--- config.mk ---
export PLATFORM = sky130hd
export DESIGN_NAME = data_memory_access_controller
export DESIGN_NICKNAME = d
export VERILOG_FILES = /design/src/rtl/mem_ctrl_pkg.sv /design/src/rtl/mem_lane_align.sv /design/src/rtl/data_memory_access_controller.sv
export SDC_FILE = /design/constraint.sdc
export NUM_CORES = 1
export LEC_CHECK = 0
export ABC_CLOCK_PERIOD_IN_PS = 2800
export CORE_MARGIN = 5
export CORE_UTILIZATION = 42
export DETAILED_ROUTE_END_ITERATION = 6
export PLACE_DENSITY_LB_ADDON = 0.2
export SLEW_MARGIN = 20
export SYNTH_ARGS = -nofsm -noshare
export SYNTH_HDL_FRONTEND = slang
export SYNTH_SLANG_ARGS = --single-unit
export TNS_END_PERCENT = 30
--- constraint.sdc ---
create_clock -name clk -period 2.8 [get_ports clk]
set_input_delay 0.56 -clock clk [delete_from_list [all_inputs] [get_ports clk]]
set_output_delay 0.56 -clock clk [all_outputs]
set_load 0.005 [all_outputs]
--- src/rtl/mem_ctrl_pkg.sv ---
// Shared definitions for the data-memory access path: request size codes
// and the load/store sequencer state encoding.
package mem_ctrl_pkg;

  typedef enum logic [1:0] {
    SZ_BYTE    = 2'b00,
    SZ_HALF    = 2'b01,
    SZ_WORD    = 2'b10,
    SZ_ILLEGAL = 2'b11
  } size_e;

  typedef enum logic [2:0] {
    ST_IDLE   = 3'd0,
    ST_READ   = 3'd1,
    ST_WRITE  = 3'd2,
    ST_RMW_RD = 3'd3,
    ST_RMW_WR = 3'd4,
    ST_RESP   = 3'd5
  } state_e;

endpackage

--- src/rtl/mem_lane_align.sv ---
// Little-endian lane steering between a memory word and right-aligned
// core data: store merge for read-modify-write, and load extract/extend.
module mem_lane_align
  import mem_ctrl_pkg::*;
(
  input  logic [31:0] word,
  input  logic [31:0] wdata,
  input  logic [1:0]  size,
  input  logic [1:0]  offset,
  input  logic        is_unsigned,
  output logic [31:0] merged,
  output logic [31:0] load_data
);

  logic [7:0]  lane_b;
  logic [15:0] lane_h;

  // Replace only the addressed lane of the old word with the store data.
  always_comb begin
    merged = word;
    case (size)
      SZ_BYTE: merged[{offset, 3'b000} +: 8]        = wdata[7:0];
      SZ_HALF: merged[{offset[1], 4'b0000} +: 16]   = wdata[15:0];
      SZ_WORD: merged                               = wdata;
      default: merged                               = word;
    endcase
  end

  // Move the addressed lane to the low bits and sign- or zero-extend it.
  always_comb begin
    lane_b    = word[{offset, 3'b000} +: 8];
    lane_h    = word[{offset[1], 4'b0000} +: 16];
    load_data = word;
    case (size)
      SZ_BYTE: load_data = {{24{~is_unsigned & lane_b[7]}}, lane_b};
      SZ_HALF: load_data = {{16{~is_unsigned & lane_h[15]}}, lane_h};
      default: load_data = word;
    endcase
  end

endmodule

--- src/rtl/data_memory_access_controller.sv ---
// Multi-cycle load/store sequencer between the memory stage and a
// word-organised data memory with one-cycle read latency.
//
//  state     | meaning
//  ----------+-----------------------------------------------
//  ST_IDLE   | ready for a request
//  ST_READ   | word read issued for a load
//  ST_WRITE  | full-word store written
//  ST_RMW_RD | old word read for a byte/half store
//  ST_RMW_WR | merged word written back
//  ST_RESP   | one-cycle response (load data sampled here)
module data_memory_access_controller
  import mem_ctrl_pkg::*;
#(
  parameter int ADDR_WORDS_LOG2 = 8
) (
  input  logic                       clk,
  input  logic                       reset,
  input  logic                       req_valid,
  output logic                       req_ready,
  input  logic                       req_write,
  input  logic [1:0]                 req_size,
  input  logic                       req_unsigned,
  input  logic [31:0]                req_addr,
  input  logic [31:0]                req_wdata,
  output logic                       resp_valid,
  output logic [31:0]                resp_rdata,
  output logic                       resp_error,
  output logic [ADDR_WORDS_LOG2-1:0] mem_addr,
  output logic                       mem_read,
  output logic                       mem_write,
  output logic [31:0]                mem_wdata,
  input  logic [31:0]                mem_rdata
);

  state_e                     state_q, state_d;
  logic                       accept, req_err;
  logic                       write_q, unsigned_q, err_q, err_hold;
  logic [1:0]                 size_q, offset_q;
  logic [ADDR_WORDS_LOG2-1:0] word_q;
  logic [31:0]                wdata_q, rdata_hold, resp_data_now;
  logic [31:0]                merged, load_data;

  assign accept = req_valid && req_ready;

  // Flag illegal size, misalignment and addresses beyond the memory depth.
  always_comb begin
    case (req_size)
      SZ_BYTE: req_err = 1'b0;
      SZ_HALF: req_err = req_addr[0];
      SZ_WORD: req_err = |req_addr[1:0];
      default: req_err = 1'b1;
    endcase
    if ((req_addr >> (ADDR_WORDS_LOG2 + 2)) != 32'd0) req_err = 1'b1;
  end

  // Capture the request when it is accepted; held for the whole access.
  always_ff @(posedge clk) begin
    if (reset) begin
      write_q    <= 1'b0;
      unsigned_q <= 1'b0;
      err_q      <= 1'b0;
      size_q     <= 2'b00;
      offset_q   <= 2'b00;
      word_q     <= '0;
      wdata_q    <= 32'h0;
    end else if (accept) begin
      write_q    <= req_write;
      unsigned_q <= req_unsigned;
      err_q      <= req_err;
      size_q     <= req_size;
      offset_q   <= req_addr[1:0];
      word_q     <= req_addr[ADDR_WORDS_LOG2+1:2];
      wdata_q    <= req_wdata;
    end
  end

  // State register.
  always_ff @(posedge clk) begin
    if (reset) state_q <= ST_IDLE;
    else       state_q <= state_d;
  end

  // Next-state logic.
  always_comb begin
    state_d = state_q;
    case (state_q)
      ST_IDLE: begin
        if (accept) begin
          if (req_err)                 state_d = ST_RESP;
          else if (!req_write)         state_d = ST_READ;
          else if (req_size == SZ_WORD) state_d = ST_WRITE;
          else                         state_d = ST_RMW_RD;
        end
      end
      ST_READ:   state_d = ST_RESP;
      ST_WRITE:  state_d = ST_RESP;
      ST_RMW_RD: state_d = ST_RMW_WR;
      ST_RMW_WR: state_d = ST_RESP;
      ST_RESP:   state_d = ST_IDLE;
      default:   state_d = ST_IDLE;
    endcase
  end

  mem_lane_align u_align (
    .word        (mem_rdata),
    .wdata       (wdata_q),
    .size        (size_q),
    .offset      (offset_q),
    .is_unsigned (unsigned_q),
    .merged      (merged),
    .load_data   (load_data)
  );

  // Strobes and response are decoded from the current state.
  always_comb begin
    req_ready     = (state_q == ST_IDLE);
    mem_read      = (state_q == ST_READ) || (state_q == ST_RMW_RD);
    mem_write     = (state_q == ST_WRITE) || (state_q == ST_RMW_WR);
    mem_wdata     = 32'h0;
    if (state_q == ST_WRITE)  mem_wdata = wdata_q;
    if (state_q == ST_RMW_WR) mem_wdata = merged;
    resp_valid    = (state_q == ST_RESP);
    resp_data_now = (err_q || write_q) ? 32'h0 : load_data;
    resp_rdata    = resp_valid ? resp_data_now : rdata_hold;
    resp_error    = resp_valid ? err_q : err_hold;
  end

  assign mem_addr = word_q;

  // Keep the last response visible until the next one.
  always_ff @(posedge clk) begin
    if (reset) begin
      rdata_hold <= 32'h0;
      err_hold   <= 1'b0;
    end else if (state_q == ST_RESP) begin
      rdata_hold <= resp_data_now;
      err_hold   <= err_q;
    end
  end

endmodule

**Word-level counts from Yosys, hierarchy flattened**

Index checks and enable logic that the tools add are counted.

- Add/sub/neg operators: 2
- Multiply operators: 0
- Divide/modulo/power cells: 0
- Order comparisons: 0
- Equality and inequality tests: 10
- Shifts and indexed selects: 6
- Mux-type cells: 16
- Bitwise operators: 3
- Reductions and logical operators: 10

Operators by type and width:

| operator | count |
|---|---|
| $mux W32 | 4 |
| $pmux W32 S3 | 1 |
| $bwmux W32 | 2 |
| $pmux W32 S2 | 1 |
| $reduce_bool A32 Y1 | 1 |
| $shift A16 B7 Y32 const A | 1 |
| $shift A8 B7 Y32 const A | 1 |
| $shiftx A16 B7 Y32 | 1 |
| $shiftx A32 B6 Y16 | 1 |
| $shiftx A32 B6 Y8 | 1 |
| $shiftx A8 B7 Y32 | 1 |
| $neg A5 Y7 | 2 |
| $pmux W3 S3 | 1 |
| $eq A3 B2 Y1 const B | 2 |
| $eq A3 B3 Y1 const B | 2 |
| $mux W3 | 2 |
| $eq A2 B1 Y1 const B | 2 |
| $eq A2 B2 Y1 const B | 2 |
| $logic_not A2 Y1 | 2 |
| $eq A3 B1 Y1 const B | 1 |
| $logic_not A3 Y1 | 1 |
| $logic_or A1 B1 Y1 | 3 |
| $mux W1 | 3 |
| $pmux W1 S3 | 1 |
| other kinds (7) | 8 |

- Register bits: 83
- Bits in latches: 0
- Bits in writable memories: 0
- Memory bits (read-only): 0
- Input port bits: 103
- Output and inout bits: 77
- Word-level logic and storage cells: 57
- Memories kept: 0

**Logic depth before layout (Yosys ltp)**

- Depth in word-level cells: 6
- Mapped depth: 9
- Gate-level depth less buffers: 6

**Modules after synthesis**

From an unflattened synthesis, not the netlist that was laid out.

- Cell total of the unflattened synthesis: 732
- Area total of the unflattened synthesis: 5765.5 um^2

Modules (own cells, without submodules):

| module | instances | cells an instance | area an instance (um^2) | sequential area each (um^2) |
|---|---|---|---|---|
| data_memory_access_controller | 1 | 452 | 3717.3 | 1661.6 |
| mem_lane_align | 1 | 280 | 2048.2 | 0.0 |

**Worst setup path before layout**

Ideal clock, no wire load.

- Kind: register to output
- From: register offset_q[1]
- To: output mem_wdata[24]
- Arrival time: 2.279 ns
- Required time: 2.240 ns
- Path slack: -0.039 ns
- Cell stages (with the launch flop): 10
- Buffers on the path: 3
- Cell sequence: dfxtp_1 buf_2 clkinv_1 clkbuf_1 ha_1 nor4bb_1 clkbuf_1 a21oi_1 o22a_1 o21ai_0

- Longest elaborated chain between the ends: 5
- Elaborated cells between the ends (all ways): 10
- Classes of those cells: 2 x add/sub; 4 x shift; 4 x mux

Ends and longest elaborated chain:

| element | line | text |
|---|---|---|
| start: declaration | data_memory_access_controller.sv:39 | `logic [1:0] size_q, offset_q;` |
| start signal: assignment | data_memory_access_controller.sv:72 | `offset_q <= req_addr[1:0];` |
| $neg A5 Y7 (on tied branches) | mem_lane_align.sv:23, mem_lane_align.sv:22 |  |
| $shiftx A16 B7 Y32 (tied with other cells) | mem_lane_align.sv:23 | `SZ_HALF: merged[{offset[1], 4'b0000} +: 16] = wdata[15:0];` |
| $bwmux W32 (on tied branches) | mem_lane_align.sv:23, mem_lane_align.sv:22 |  |
| $pmux W32 S3 * | mem_lane_align.sv:21 | `case (size)` |
| $mux W32 * | data_memory_access_controller.sv:122 | `if (state_q == ST_RMW_WR) mem_wdata = merged;` |
| end: declaration | data_memory_access_controller.sv:32 | `output logic [31:0] mem_wdata,` |

Every way passes the cells marked *; elsewhere a longest branch is shown, timed or not.

**Worst setup path after layout**

- From: register offset_q[1]
- To: output mem_wdata[9]

Same word-level chain as after synthesis.

==> flow_summary.ini <==
[pwr]
power.leakage_nw = 3.68
power_density_mw_per_mm2 = 428
p_total_mw = 3.72
ir_drop_uv = 308

[worst_setup_path]
start_kind = flip-flop
critPathMaxStageDelay_ns = 0.53
path_buf_inv = 5
critPathKind = flip-flop to output port
r2r_cells = 7
cp.arrival_ns = 2.36
cp_data_required_time_ns = 2.24
path_common_cell = buf_4
cp_cell_sequence = clkinv_4 > buf_4 > buf_4 > ha_2 > and4b_1 > buf_4 > a22oi_2 > o21ai_2 > clkdlybuf4s50_1
crit_fanout = 5
end_kind = output port
crit_family = buffers and inverters
cp.depth = 9
r2r_slack_ns = 0.78
critPathSlowestCell = clkdlybuf4s50_1

[routing]
ant_nets = 0
initialDrtViolationCount = 643
drtPass1Iterations = 6
vias_per_cell = 5.81
drc = 0
vias = 6738
post_drt_wl_per_cell_um = 19.5
wl_um = 22600

[synth]
yosysWarningCount = 0
synth_most_common_cell = nand2_1
syn-num-nets = 836
synth_flop_cell = dfxtp_1
avgSynthCellArea_um2 = 7.41
synth.area.top_cells = dfxtp_1 31%, nand2_1 11%, a21oi_1 8.4%
synthCells = 728
yosysUniqueCellTypes = 58
yosys.area.top_type_share_pct = 30.8
synth_edf_count = 0
synth-seq-cells = 83
synthArstFlopShare_pct = 0
synth_top_cell_by_area = dfxtp_1
synthTopCellsByCount = 151 x nand2_1, 91 x a21oi_1, 83 x dfxtp_1, 58 x o21ai_0, 48 x clkbuf_1
ys_seq_area_share_pct = 30.8
syn_area_mm2 = 0.00539

[cts]
holdBufCountCts = 0
cts_tree = yes
htreeDepth = 3
clock-sinks = 83
cts_buffer_depth = 2
root_buffer = clkbuf_16
clk_latency_ns = 0.35
numCtsBuffers = 9
clk_pin_slew_ns = 0.06

[timing]
setup_viol = 16
fin_ws_ns = -0.123
relSlewSlack_pct = 39.9
min_period_ns = 2.92
slew_violations = 0
rsz0062_at_grt = true
hold_slack_ns = 0.464
clock.fmax_mhz = 342
worstMarginPinSlew_ns = 0.901
hold_viol_final = 0
fin_skew_ns = 0.00668
final.period_utilization_pct = 104

[placement]
dpl.hpwl_um = 16900
gp_congestion = 0.979
port_buffers = 179
place_area_mm2 = 0.00793

[global_route]
grt_util_all_layers_pct = 29.4
grt_max_degree = 50
grt_pass1_vias = 6635
grt_overflow = 0
antenna_found_initial = 0
grt_pass1_wl_um = 34800

[die]
dieHeight_um = 123
dieArea_mm2 = 0.0152
rows = 41
die_w_um = 123
io_pins = 180
fp.coreArea_mm2 = 0.0126
start_util_pct = 42.7

[cells_and_area]
final_cell_area_mm2 = 0.00869
fillerInstances = 1048
layout-drive-gt1-share_pct = 25.0
insertedDiodeCount = 0
nets = 1092
area_delta_synth_final_pct = 61.1

[run]
cap_viol_max_count = 0

[min_path]
worst_hold_path.num_cells = 2
hold_class = flip-flop to flip-flop

[run_status]
violations = setup timing
run_status = finished, violations left
[state kept, by name, indices dropped and copies added, names as in the netlist]
register    flops
unsigned_q      1
size_q          2
err_hold        1
err_q           1
write_q         1
mem_addr        8
offset_q        2
wdata_q        32
rdata_hold     32
state_q         3
[worst paths after layout]
path,start,to
worst max-delay path,offset_q[1]$_SDFFE_PP0P_,mem_wdata[9]
worst min-delay path,mem_addr[3]$_SDFFE_PP0P_,mem_addr[3]$_SDFFE_PP0P_
worst max register to register,state_q[1]$_SDFFE_PP0P_,rdata_hold[27]$_SDFF_PP0_
worst min register to register,mem_addr[3]$_SDFFE_PP0P_,mem_addr[3]$_SDFFE_PP0P_
[per-layer routing]
| metal | up-vias | part of all wire (%) | global-route usage, % |
|---|---|---|---|
| met4 | 0 | 2.7 | 11.0 |
| li1 | 3172 | - | - |
| met5 | - | 0 | 0 |
| met3 | 40 | 6.9 | 4.35 |
| met2 | 273 | 49 | 49.2 |
| met1 | 3253 | 42 | 38.4 |
[through the flow]
step / setup TNS [ns] / setup slack (ns) / utilization (%) / instances
finish: -0.791 / -0.123 / 68.8 / 1160
global route: -3.91 / -0.233 / 68.8 / 1160
CTS: -2.25 / -0.224 / 67.7 / 1149
detailed placement: -11.68 / -0.421 / 62.8 / 1117
global placement: -10.08 / -0.325 / 62.8 / 1117
floorplan: 0 / 0.0156 / - / 728
[worst min-delay path, stage by stage (launching register included)]
cell and delay, ns:
dfxtp_1 0.31, nand2_1 0.05, a21oi_1 0.06
[placed cells by master (no fill, tap or decap), types with 13 or more instances in the layout]
master	instances
nand2_1	150
buf_4	115
clkdlybuf4s50_1	106
a21oi_1	87
dfxtp_1	79
nor2_1	31
dlygate4sd2_1	29
o21ai_0	27
nor2b_1	22
o21ai_1	18
nand3b_1	18
a211oi_1	17
and2_1	16
o31ai_2	16
o21ai_2	15
dlymetal6s2s_1	15
o22a_1	14
buf_2	13
[kinds of logic (layout without fill, tap and decap cells)]
group	count (synthesis)	after routing	synth area share, %
buffers and inverters	73	333	5.45
AOI/OAI and AO/OA	284	284	35.8
muxes	11	11	2.81
DFF	83	83	30.8
adders and majority gates	5	5	1.16
and+or+nand+nor	272	272	24.0
[where the power goes]
| part | leakage, nW | switching, mW | internal (mW) |
|---|---|---|---|
| clock network | 0.152 | 0.483 | 0.775 |
| logic | 2.85 | 0.564 | 0.580 |
| registers | 0.678 | 0.0650 | 1.25 |
[layout make-up]
cell class | count | area, um^2 | area share, %
flip-flops and latches | 83 | 1670 | 19.2
clock inverters | 5 | 78.8 | 0.907
multi-input cells | 572 | 3720 | 42.9
well taps | 172 | 215 | 2.48
clock buffers | 10 | 229 | 2.64
repair buffers | 308 | 2730 | 31.4
inverters | 10 | 43.8 | 0.504
[repair_timing]
action	4_1_cts	5_1_grt
pin swaps	30	14
resized for setup	191	54
setup endpoints to repair	64	53
buffers inserted	17	11
Power figures use the tool's default switching activity.
